===== config.mk =====
export PLATFORM = sky130hd
export DESIGN_NAME = code_entry_flat
export DESIGN_NICKNAME = d
export VERILOG_FILES = /design/src/rtl/lock_pkg.sv /design/src/rtl/code_entry_if.sv /design/src/rtl/cycle_timer.sv /design/src/rtl/code_entry.sv /design/src/flat_wrapper.sv
export SDC_FILE = /design/constraint.sdc
export NUM_CORES = 1
export LEC_CHECK = 0
export CELL_PAD_IN_SITES_DETAIL_PLACEMENT = 1
export CELL_PAD_IN_SITES_GLOBAL_PLACEMENT = 1
export CORE_ASPECT_RATIO = 0.5
export CORE_MARGIN = 2
export CORE_UTILIZATION = 45
export DETAILED_ROUTE_END_ITERATION = 12
export PLACE_DENSITY_LB_ADDON = 0.1
export SETUP_SLACK_MARGIN = 0.5
export SLEW_MARGIN = 20
export SYNTH_ARGS = -nofsm -noshare
export SYNTH_HDL_FRONTEND = slang
export SYNTH_SLANG_ARGS = --single-unit

===== constraint.sdc =====
create_clock -name clk -period 2.75 [get_ports clk]
set_input_delay 0.825 -clock clk [delete_from_list [all_inputs] [get_ports clk]]
set_output_delay 0.825 -clock clk [all_outputs]
set_load 0.03 [all_outputs]

===== src/rtl/lock_pkg.sv =====
// Shared key and state encodings for the keypad code-entry controller.
package lock_pkg;

  typedef enum logic [1:0] {
    ST_IDLE    = 2'd0,
    ST_COLLECT = 2'd1,
    ST_LOCKOUT = 2'd2
  } state_e;

  localparam logic [3:0] KEY_CLEAR = 4'hA;
  localparam logic [3:0] KEY_ENTER = 4'hB;

  function automatic logic is_digit(input logic [3:0] k);
    return (k <= 4'd9);
  endfunction

endpackage


===== src/rtl/code_entry_if.sv =====
// Keypad/programming inputs and status outputs of code_entry, grouped as one bus.
interface code_entry_if #(
  parameter int CODE_LEN = 4
) ();

  logic                    key_valid;
  logic [3:0]              key_code;
  logic                    prog_en;
  logic [4*CODE_LEN-1:0]   prog_code;
  logic                    entry_active;
  logic [2:0]              digit_count;
  logic                    entry_done;
  logic                    code_match;
  logic                    timeout_pulse;
  logic                    lockout;
  logic [1:0]              fail_count;

  modport master (
    output key_valid, key_code, prog_en, prog_code,
    input  entry_active, digit_count, entry_done, code_match,
           timeout_pulse, lockout, fail_count
  );

  modport slave (
    input  key_valid, key_code, prog_en, prog_code,
    output entry_active, digit_count, entry_done, code_match,
           timeout_pulse, lockout, fail_count
  );

endinterface


===== src/rtl/cycle_timer.sv =====
// Loadable down-counter; o_expire flags the tick that consumes the last count.
module cycle_timer #(
  parameter int WIDTH = 8
) (
  input  logic             clk,
  input  logic             rst,
  input  logic             i_load,
  input  logic [WIDTH-1:0] i_load_val,
  input  logic             i_tick,
  output logic             o_expire
);

  logic [WIDTH-1:0] r_cnt;

  assign o_expire = i_tick && (r_cnt == WIDTH'(1));

  // Count register: load has priority, then decrement on tick, stopping at zero.
  always_ff @(posedge clk or posedge rst) begin
    if (rst) begin
      r_cnt <= '0;
    end else if (i_load) begin
      r_cnt <= i_load_val;
    end else if (i_tick && (r_cnt != '0)) begin
      r_cnt <= r_cnt - WIDTH'(1);
    end else begin
      r_cnt <= r_cnt;
    end
  end

endmodule


===== src/rtl/code_entry.sv =====
// Keypad code-entry controller: buffers digits, checks them against a programmable
// stored code, abandons idle entries and locks out after repeated failures.
module code_entry
  import lock_pkg::*;
#(
  parameter int                    CODE_LEN       = 4,
  parameter logic [4*CODE_LEN-1:0] RESET_CODE     = 16'h1234,
  parameter int                    TIMEOUT        = 1000,
  parameter int                    MAX_ATTEMPTS   = 3,
  parameter int                    LOCKOUT_CYCLES = 5000
) (
  input logic        clk,
  input logic        reset,
  code_entry_if.slave bus
);

  localparam int              BUF_W     = 4*CODE_LEN;
  localparam int              TO_W      = $clog2(TIMEOUT + 1);
  localparam int              LO_W      = $clog2(LOCKOUT_CYCLES + 1);
  localparam logic [2:0]      FULL_CNT  = 3'(CODE_LEN);
  localparam logic [1:0]      FAIL_MAX  = 2'(MAX_ATTEMPTS);
  localparam logic [1:0]      FAIL_LAST = 2'(MAX_ATTEMPTS - 1);
  localparam logic [TO_W-1:0] TO_LOAD   = TO_W'(TIMEOUT);
  localparam logic [LO_W-1:0] LO_LOAD   = LO_W'(LOCKOUT_CYCLES);

  state_e             r_state, w_state_nxt;
  logic [BUF_W-1:0]   r_buf, w_buf_nxt;
  logic [BUF_W-1:0]   r_stored, w_stored_nxt;
  logic [2:0]         r_cnt, w_cnt_nxt;
  logic [1:0]         r_fail, w_fail_nxt;
  logic               r_done, w_done_nxt;
  logic               r_match, w_match_nxt;
  logic               r_timeout, w_timeout_nxt;
  logic               r_active, r_lockout;
  logic               w_is_digit, w_is_clear, w_is_enter, w_key_acc, w_match_now;
  logic               w_to_load, w_to_tick, w_to_exp;
  logic               w_lo_load, w_lo_tick, w_lo_exp;

  assign w_is_digit  = bus.key_valid && is_digit(bus.key_code);
  assign w_is_clear  = bus.key_valid && (bus.key_code == KEY_CLEAR);
  assign w_is_enter  = bus.key_valid && (bus.key_code == KEY_ENTER);
  assign w_key_acc   = w_is_digit || w_is_clear || w_is_enter;
  assign w_match_now = (r_cnt == FULL_CNT) && (r_buf == r_stored);
  // A key in the expiry cycle suppresses the tick, so the key always wins.
  assign w_to_tick   = (r_state == ST_COLLECT) && !w_key_acc;
  assign w_lo_tick   = (r_state == ST_LOCKOUT);

  cycle_timer #(.WIDTH(TO_W)) u_idle_timer (
    .clk       (clk),
    .rst       (reset),
    .i_load    (w_to_load),
    .i_load_val(TO_LOAD),
    .i_tick    (w_to_tick),
    .o_expire  (w_to_exp)
  );

  cycle_timer #(.WIDTH(LO_W)) u_lockout_timer (
    .clk       (clk),
    .rst       (reset),
    .i_load    (w_lo_load),
    .i_load_val(LO_LOAD),
    .i_tick    (w_lo_tick),
    .o_expire  (w_lo_exp)
  );

  // Next-state, datapath and output-pulse decode.
  always_comb begin
    w_state_nxt   = r_state;
    w_buf_nxt     = r_buf;
    w_cnt_nxt     = r_cnt;
    w_stored_nxt  = r_stored;
    w_fail_nxt    = r_fail;
    w_done_nxt    = 1'b0;
    w_match_nxt   = 1'b0;
    w_timeout_nxt = 1'b0;
    w_to_load     = 1'b0;
    w_lo_load     = 1'b0;
    case (r_state)
      ST_IDLE: begin
        if (w_is_digit) begin
          w_buf_nxt   = BUF_W'(bus.key_code);
          w_cnt_nxt   = 3'd1;
          w_state_nxt = ST_COLLECT;
          w_to_load   = 1'b1;
        end else if (!bus.key_valid && bus.prog_en) begin
          w_stored_nxt = bus.prog_code;
        end else begin
          w_state_nxt = ST_IDLE;
        end
      end
      ST_COLLECT: begin
        if (w_key_acc) begin
          w_to_load = 1'b1;
          if (w_is_digit) begin
            if (r_cnt < FULL_CNT) begin
              w_buf_nxt = {r_buf[BUF_W-5:0], bus.key_code};
              w_cnt_nxt = r_cnt + 3'd1;
            end else begin
              w_cnt_nxt = r_cnt;
            end
          end else if (w_is_clear) begin
            w_buf_nxt   = '0;
            w_cnt_nxt   = 3'd0;
            w_state_nxt = ST_IDLE;
          end else begin
            w_done_nxt  = 1'b1;
            w_match_nxt = w_match_now;
            w_buf_nxt   = '0;
            w_cnt_nxt   = 3'd0;
            if (w_match_now) begin
              w_fail_nxt  = 2'd0;
              w_state_nxt = ST_IDLE;
            end else if (r_fail == FAIL_LAST) begin
              w_fail_nxt  = FAIL_MAX;
              w_state_nxt = ST_LOCKOUT;
              w_lo_load   = 1'b1;
            end else begin
              w_fail_nxt  = r_fail + 2'd1;
              w_state_nxt = ST_IDLE;
            end
          end
        end else if (w_to_exp) begin
          w_timeout_nxt = 1'b1;
          w_buf_nxt     = '0;
          w_cnt_nxt     = 3'd0;
          w_state_nxt   = ST_IDLE;
        end else begin
          w_state_nxt = ST_COLLECT;
        end
      end
      ST_LOCKOUT: begin
        if (w_lo_exp) begin
          w_fail_nxt  = 2'd0;
          w_state_nxt = ST_IDLE;
        end else begin
          w_state_nxt = ST_LOCKOUT;
        end
      end
      default: begin
        w_state_nxt = ST_IDLE;
        w_buf_nxt   = '0;
        w_cnt_nxt   = 3'd0;
      end
    endcase
  end

  // State, datapath and registered outputs.
  always_ff @(posedge clk or posedge reset) begin
    if (reset) begin
      r_state   <= ST_IDLE;
      r_buf     <= '0;
      r_cnt     <= 3'd0;
      r_stored  <= RESET_CODE;
      r_fail    <= 2'd0;
      r_done    <= 1'b0;
      r_match   <= 1'b0;
      r_timeout <= 1'b0;
      r_active  <= 1'b0;
      r_lockout <= 1'b0;
    end else begin
      r_state   <= w_state_nxt;
      r_buf     <= w_buf_nxt;
      r_cnt     <= w_cnt_nxt;
      r_stored  <= w_stored_nxt;
      r_fail    <= w_fail_nxt;
      r_done    <= w_done_nxt;
      r_match   <= w_match_nxt;
      r_timeout <= w_timeout_nxt;
      r_active  <= (w_state_nxt == ST_COLLECT);
      r_lockout <= (w_state_nxt == ST_LOCKOUT);
    end
  end

  assign bus.entry_active  = r_active;
  assign bus.digit_count   = r_cnt;
  assign bus.entry_done    = r_done;
  assign bus.code_match    = r_match;
  assign bus.timeout_pulse = r_timeout;
  assign bus.lockout       = r_lockout;
  assign bus.fail_count    = r_fail;

endmodule


===== src/flat_wrapper.sv =====
// flat-port wrapper written by rule: the top's interface ports become plain ports
module code_entry_flat import lock_pkg::*;
#(
  parameter int                    CODE_LEN       = 4,
  parameter logic [4*CODE_LEN-1:0] RESET_CODE     = 16'h1234,
  parameter int                    TIMEOUT        = 1000,
  parameter int                    MAX_ATTEMPTS   = 3,
  parameter int                    LOCKOUT_CYCLES = 5000
)
  (clk, reset, bus_key_valid, bus_key_code, bus_prog_en, bus_prog_code, bus_entry_active, bus_digit_count, bus_entry_done, bus_code_match, bus_timeout_pulse, bus_lockout, bus_fail_count);
  code_entry_if #(.CODE_LEN(CODE_LEN)) bus_i ();
  input logic clk;
  input logic reset;
  input wire logic [$bits(bus_i.key_valid)-1:0] bus_key_valid;
  input wire logic [$bits(bus_i.key_code)-1:0] bus_key_code;
  input wire logic [$bits(bus_i.prog_en)-1:0] bus_prog_en;
  input wire logic [$bits(bus_i.prog_code)-1:0] bus_prog_code;
  output wire logic [$bits(bus_i.entry_active)-1:0] bus_entry_active;
  output wire logic [$bits(bus_i.digit_count)-1:0] bus_digit_count;
  output wire logic [$bits(bus_i.entry_done)-1:0] bus_entry_done;
  output wire logic [$bits(bus_i.code_match)-1:0] bus_code_match;
  output wire logic [$bits(bus_i.timeout_pulse)-1:0] bus_timeout_pulse;
  output wire logic [$bits(bus_i.lockout)-1:0] bus_lockout;
  output wire logic [$bits(bus_i.fail_count)-1:0] bus_fail_count;
  assign bus_i.key_valid = bus_key_valid;
  assign bus_i.key_code = bus_key_code;
  assign bus_i.prog_en = bus_prog_en;
  assign bus_i.prog_code = bus_prog_code;
  assign bus_entry_active = bus_i.entry_active;
  assign bus_digit_count = bus_i.digit_count;
  assign bus_entry_done = bus_i.entry_done;
  assign bus_code_match = bus_i.code_match;
  assign bus_timeout_pulse = bus_i.timeout_pulse;
  assign bus_lockout = bus_i.lockout;
  assign bus_fail_count = bus_i.fail_count;
  code_entry #(.CODE_LEN(CODE_LEN), .RESET_CODE(RESET_CODE), .TIMEOUT(TIMEOUT), .MAX_ATTEMPTS(MAX_ATTEMPTS), .LOCKOUT_CYCLES(LOCKOUT_CYCLES)) u_core (.clk(clk), .reset(reset), .bus(bus_i));
endmodule

==> metrics.txt <==
Max Fclk=453 MHz; die width=about 130 µm; design area=4430 µm²; post-synthesis mux area share=under 10%; Netlist Area Pre-Place=approximately 3400 µm²; Rel. slew slack=approximately three fifths; clock power share=about 54%; max cap viols=0; Worst R2R Path Depth=6; WP depth=1; Post-DRT Antenna Nets=0; final hold viol count=0; CP max stage cell=clkdlybuf4s50_1; Routed WL=between 8000 and 9000 µm; FFs w/ async S/R, synth=between 90% and 100%; switching share of power=between 10% and 20%; DRC=0; Finish-stage setup viols=0; P per Cell Area=546 nW/µm²; Reg power frac=between 40 and 50%; Setup CP Type=reg2out; worst setup path endpoint=bus_fail_count[0]; count of cell types in the netlist=53; fin. max-slew vios=0; root buffer cell=clkbuf_16; adder-cell share of the synthesized area=~4.0%; R2R Setup Slk=approximately 0.60 ns; setup tns final=0 ns; Worst Path Buf+Inv=1; worst hold margin=~0.5 ns; CP peak stage delay=a little under 0.7 ns; register area share after synthesis=48.9%; Wirelength per Cell=around 17 µm; largest area contributor in the netlist=dfrtp_1; Die Y=approximately 66 µm; detailed-placement wirelength estimate=~5700 µm; Cell Rows=22; initial antenna violation count=0; Final GP Congestion=0.834; global-route wire length before repair=around 14,000 µm; initial core utilization=46.6%; Critical Path AT=1.38 ns; clock-pin slew on the worst setup and hold paths=around 0.050 ns; total global-route track usage=a little over a fifth; crit share post-route=roughly four fifths; EDFF count, synth=0; synth warn=0; area of the core=approximately 7400 µm²; HP Class=reg2reg; routed vias/inst=approximately 5.4; RSZ-0062 raised after global routing=true; Worst EP required=1.93 ns; clock buffer count from CTS=9; global route overflow=0; Compound-Gate Fraction of Synth Area=about 12%; total nets after synthesis=approximately 360; status=finished, final reports clean; DR pass1 iterations=4; synthesized flop and latch total=67; I/O Pins=34; Top FF cell, synth=dfrtp_1; syn_area_per_cell=between 10 and 15 µm²; number of port buffers=33; clk buf depth=2; total number of vias=around 2,600; Psw=0.465 mW; skew final=between 0.006 and 0.007 ns; Slew @ Worst Pin=between 0.6 and 0.7 ns; H-tree depth=3; Worst Hold Launch=u_core.u_idle_timer.r_cnt[9]; Leak=approximately 1.9 nW; crit-path cells=clkdlybuf4s50_1; post-synth top area share=between 40 and 50%; vias in the first global route=~2,900; reg2reg start=u_core.u_lockout_timer.r_cnt[1]; critical path fanouts, max=3; Peak VDD IR=~600 µV; Logic pwr share=under 10%; delay-heaviest family, CP=buffers and inverters; Synth Area in Simple Gates=17.9%; Area Growth Syn to Fin=28.6%; n_diodes=0; layout cells sized above 1=between 20% and 30%; TritonCTS Sinks=67; Final nets=between 400 and 500; Cell Int Power=slightly below 2 mW; Final min period=2.21 ns; largest family of logic cells by synthesized area=simple AND/OR/NAND/NOR gates; xor and xnor area share after synthesis=under 10%; DR iter-0 viols=90; pin count of the biggest net entering global routing=33; CP startpoint=u_core.bus.fail_count[0]; Critical Path Source Type=register; full die area=about 8400 µm²; Mapped Cells=roughly 320; synth top area cells=dfrtp_1 (45%), nand2_1 (5.5%), mux2_2 (5.2%); Placed Area=between 3000 and 4000 µm²; Skew-Pair Late Insertion Delay=0.33 ns; Util after Layout=between 50% and 60%; crit end category=output pin; Reg-to-Reg End=u_core.bus.fail_count[0]; Tot Pwr=approximately 2.4 mW; CTS tree=built
worst min-delay path by stage:
stage | to | depth (start not counted)
after CTS | u_core.u_idle_timer.r_cnt[9] | 1
after floorplan | u_core.u_idle_timer.r_cnt[9] | 1
final | u_core.u_idle_timer.r_cnt[9] | 1
after detailed placement | u_core.u_idle_timer.r_cnt[9] | 1
after global routing | u_core.u_idle_timer.r_cnt[9] | 1
after global placement | u_core.u_idle_timer.r_cnt[9] | 1
cells in the final DEF, fill, tap and decap left out, types with 2 or more instances in the layout:
master            n
dlymetal6s2s_1    2
nand4_1           6
o41ai_2           2
nand3b_1          2
buf_4            17
dfrtp_1          62
a21oi_1           7
dlygate4sd2_1     5
a211oi_1          3
nor2_1           22
ha_1             11
nor3_1            5
or4_4             3
a21oi_2           2
nor4_1            5
xnor2_1          19
buf_6             2
xor2_1           10
dfstp_2           5
nand2_1          50
o21ai_1           5
buf_12            2
mux2_2           16
o31ai_1           2
mux2i_1           4
inv_1            10
clkinv_2          2
nand3_1           6
nor3b_1           2
clkdlybuf4s50_1  26
and2_1            3
o21ai_2          13
o21ai_0           7
clkbuf_16         9
bufinv_16         3
and3_1            3
through the flow:
step,worst slack (ns),instances
after global placement,0.122,457
after global routing,0.477,479
final,0.542,479
after floorplan,0.553,322
after CTS,0.506,478
after detailed placement,0.0390,457
cell usage after synthesis, types with 2 or more instances:
master    count
nor3b_1       2
ha_1         11
dfstp_2       5
buf_6         4
o21ai_2      12
and3_1        3
xor2_1       10
nand4_1       6
nand3_1       6
nor4_1        5
nand3b_1      2
clkbuf_1      5
a211oi_1      3
or4_4         2
nor4b_1       2
or4_1         2
dfrtp_1      62
o21ai_1       5
or4b_2        2
nor3_1        5
o31ai_1       2
mux2i_1       4
a21oi_1       8
nor2_1       22
mux2_2       16
inv_1        11
o21ai_0       8
nand2_1      50
and2_1        4
o41ai_1       2
xnor2_1      19
logic make-up (layout without fill, tap and decap cells):
group                      count (synthesis)  in the layout
and+or+nand+nor                          120            120
buffers and inverters                     21             82
DFF                                       67             67
AOI/OAI and AO/OA                         54             54
adders and majority gates                 11             11
xor gates and xnor gates                  29             29
muxes                                     20             20
metal layers:
metal,vias to the layer above,share of wire [%],GRT usage (%)
li1,1243,-,-
met1,1313,46,26.9
met2,27,50,38.5
met3,12,2.9,6.31
met4,0,1.0,6.32
met5,-,0,0
area by class of cell:
cell class,count,area [µm²]
fill,783,2950
sequential,67,1680
multi-input combinational,234,1690
inverter,11,45.0
clock buffer,11,243
timing repair buffer,55,547
clock inverter,5,100
tap,96,120
power by group through the flow:
stage	Combinational (mW)	Clock (mW)	Sequential [mW]
finish	0.0997	1.31	1.00
global route	0.111	1.39	1.00
CTS	0.102	1.35	1.00
detailed placement	0.0981	0	1.02
global placement	0.0956	0	1.02
floorplan	0.0372	0	1.02
sequential cells by signal, indices dropped and copies added, names as in the netlist:
name and flops:
u_core.r_stored 16, u_core.bus.entry_done 1, u_core.bus.code_match 1, u_core.r_state 2, u_core.r_buf 16, u_core.bus.lockout 1
u_core.bus.digit_count 3, u_core.bus.timeout_pulse 1, u_core.u_lockout_timer.r_cnt 13, u_core.u_idle_timer.r_cnt 10, u_core.bus.fail_count 2, u_core.bus.entry_active 1
what timing repair did:
item	4_1_cts	5_1_grt
endpoints found under the hold margin	0	0
pin swaps	2	3
setup endpoints to repair	29	32
buffers inserted	4	1
gates resized for setup	13	8
cloned	1	0
hold buffers	0	0
Note: power is estimated with default switching activity, not from simulation.
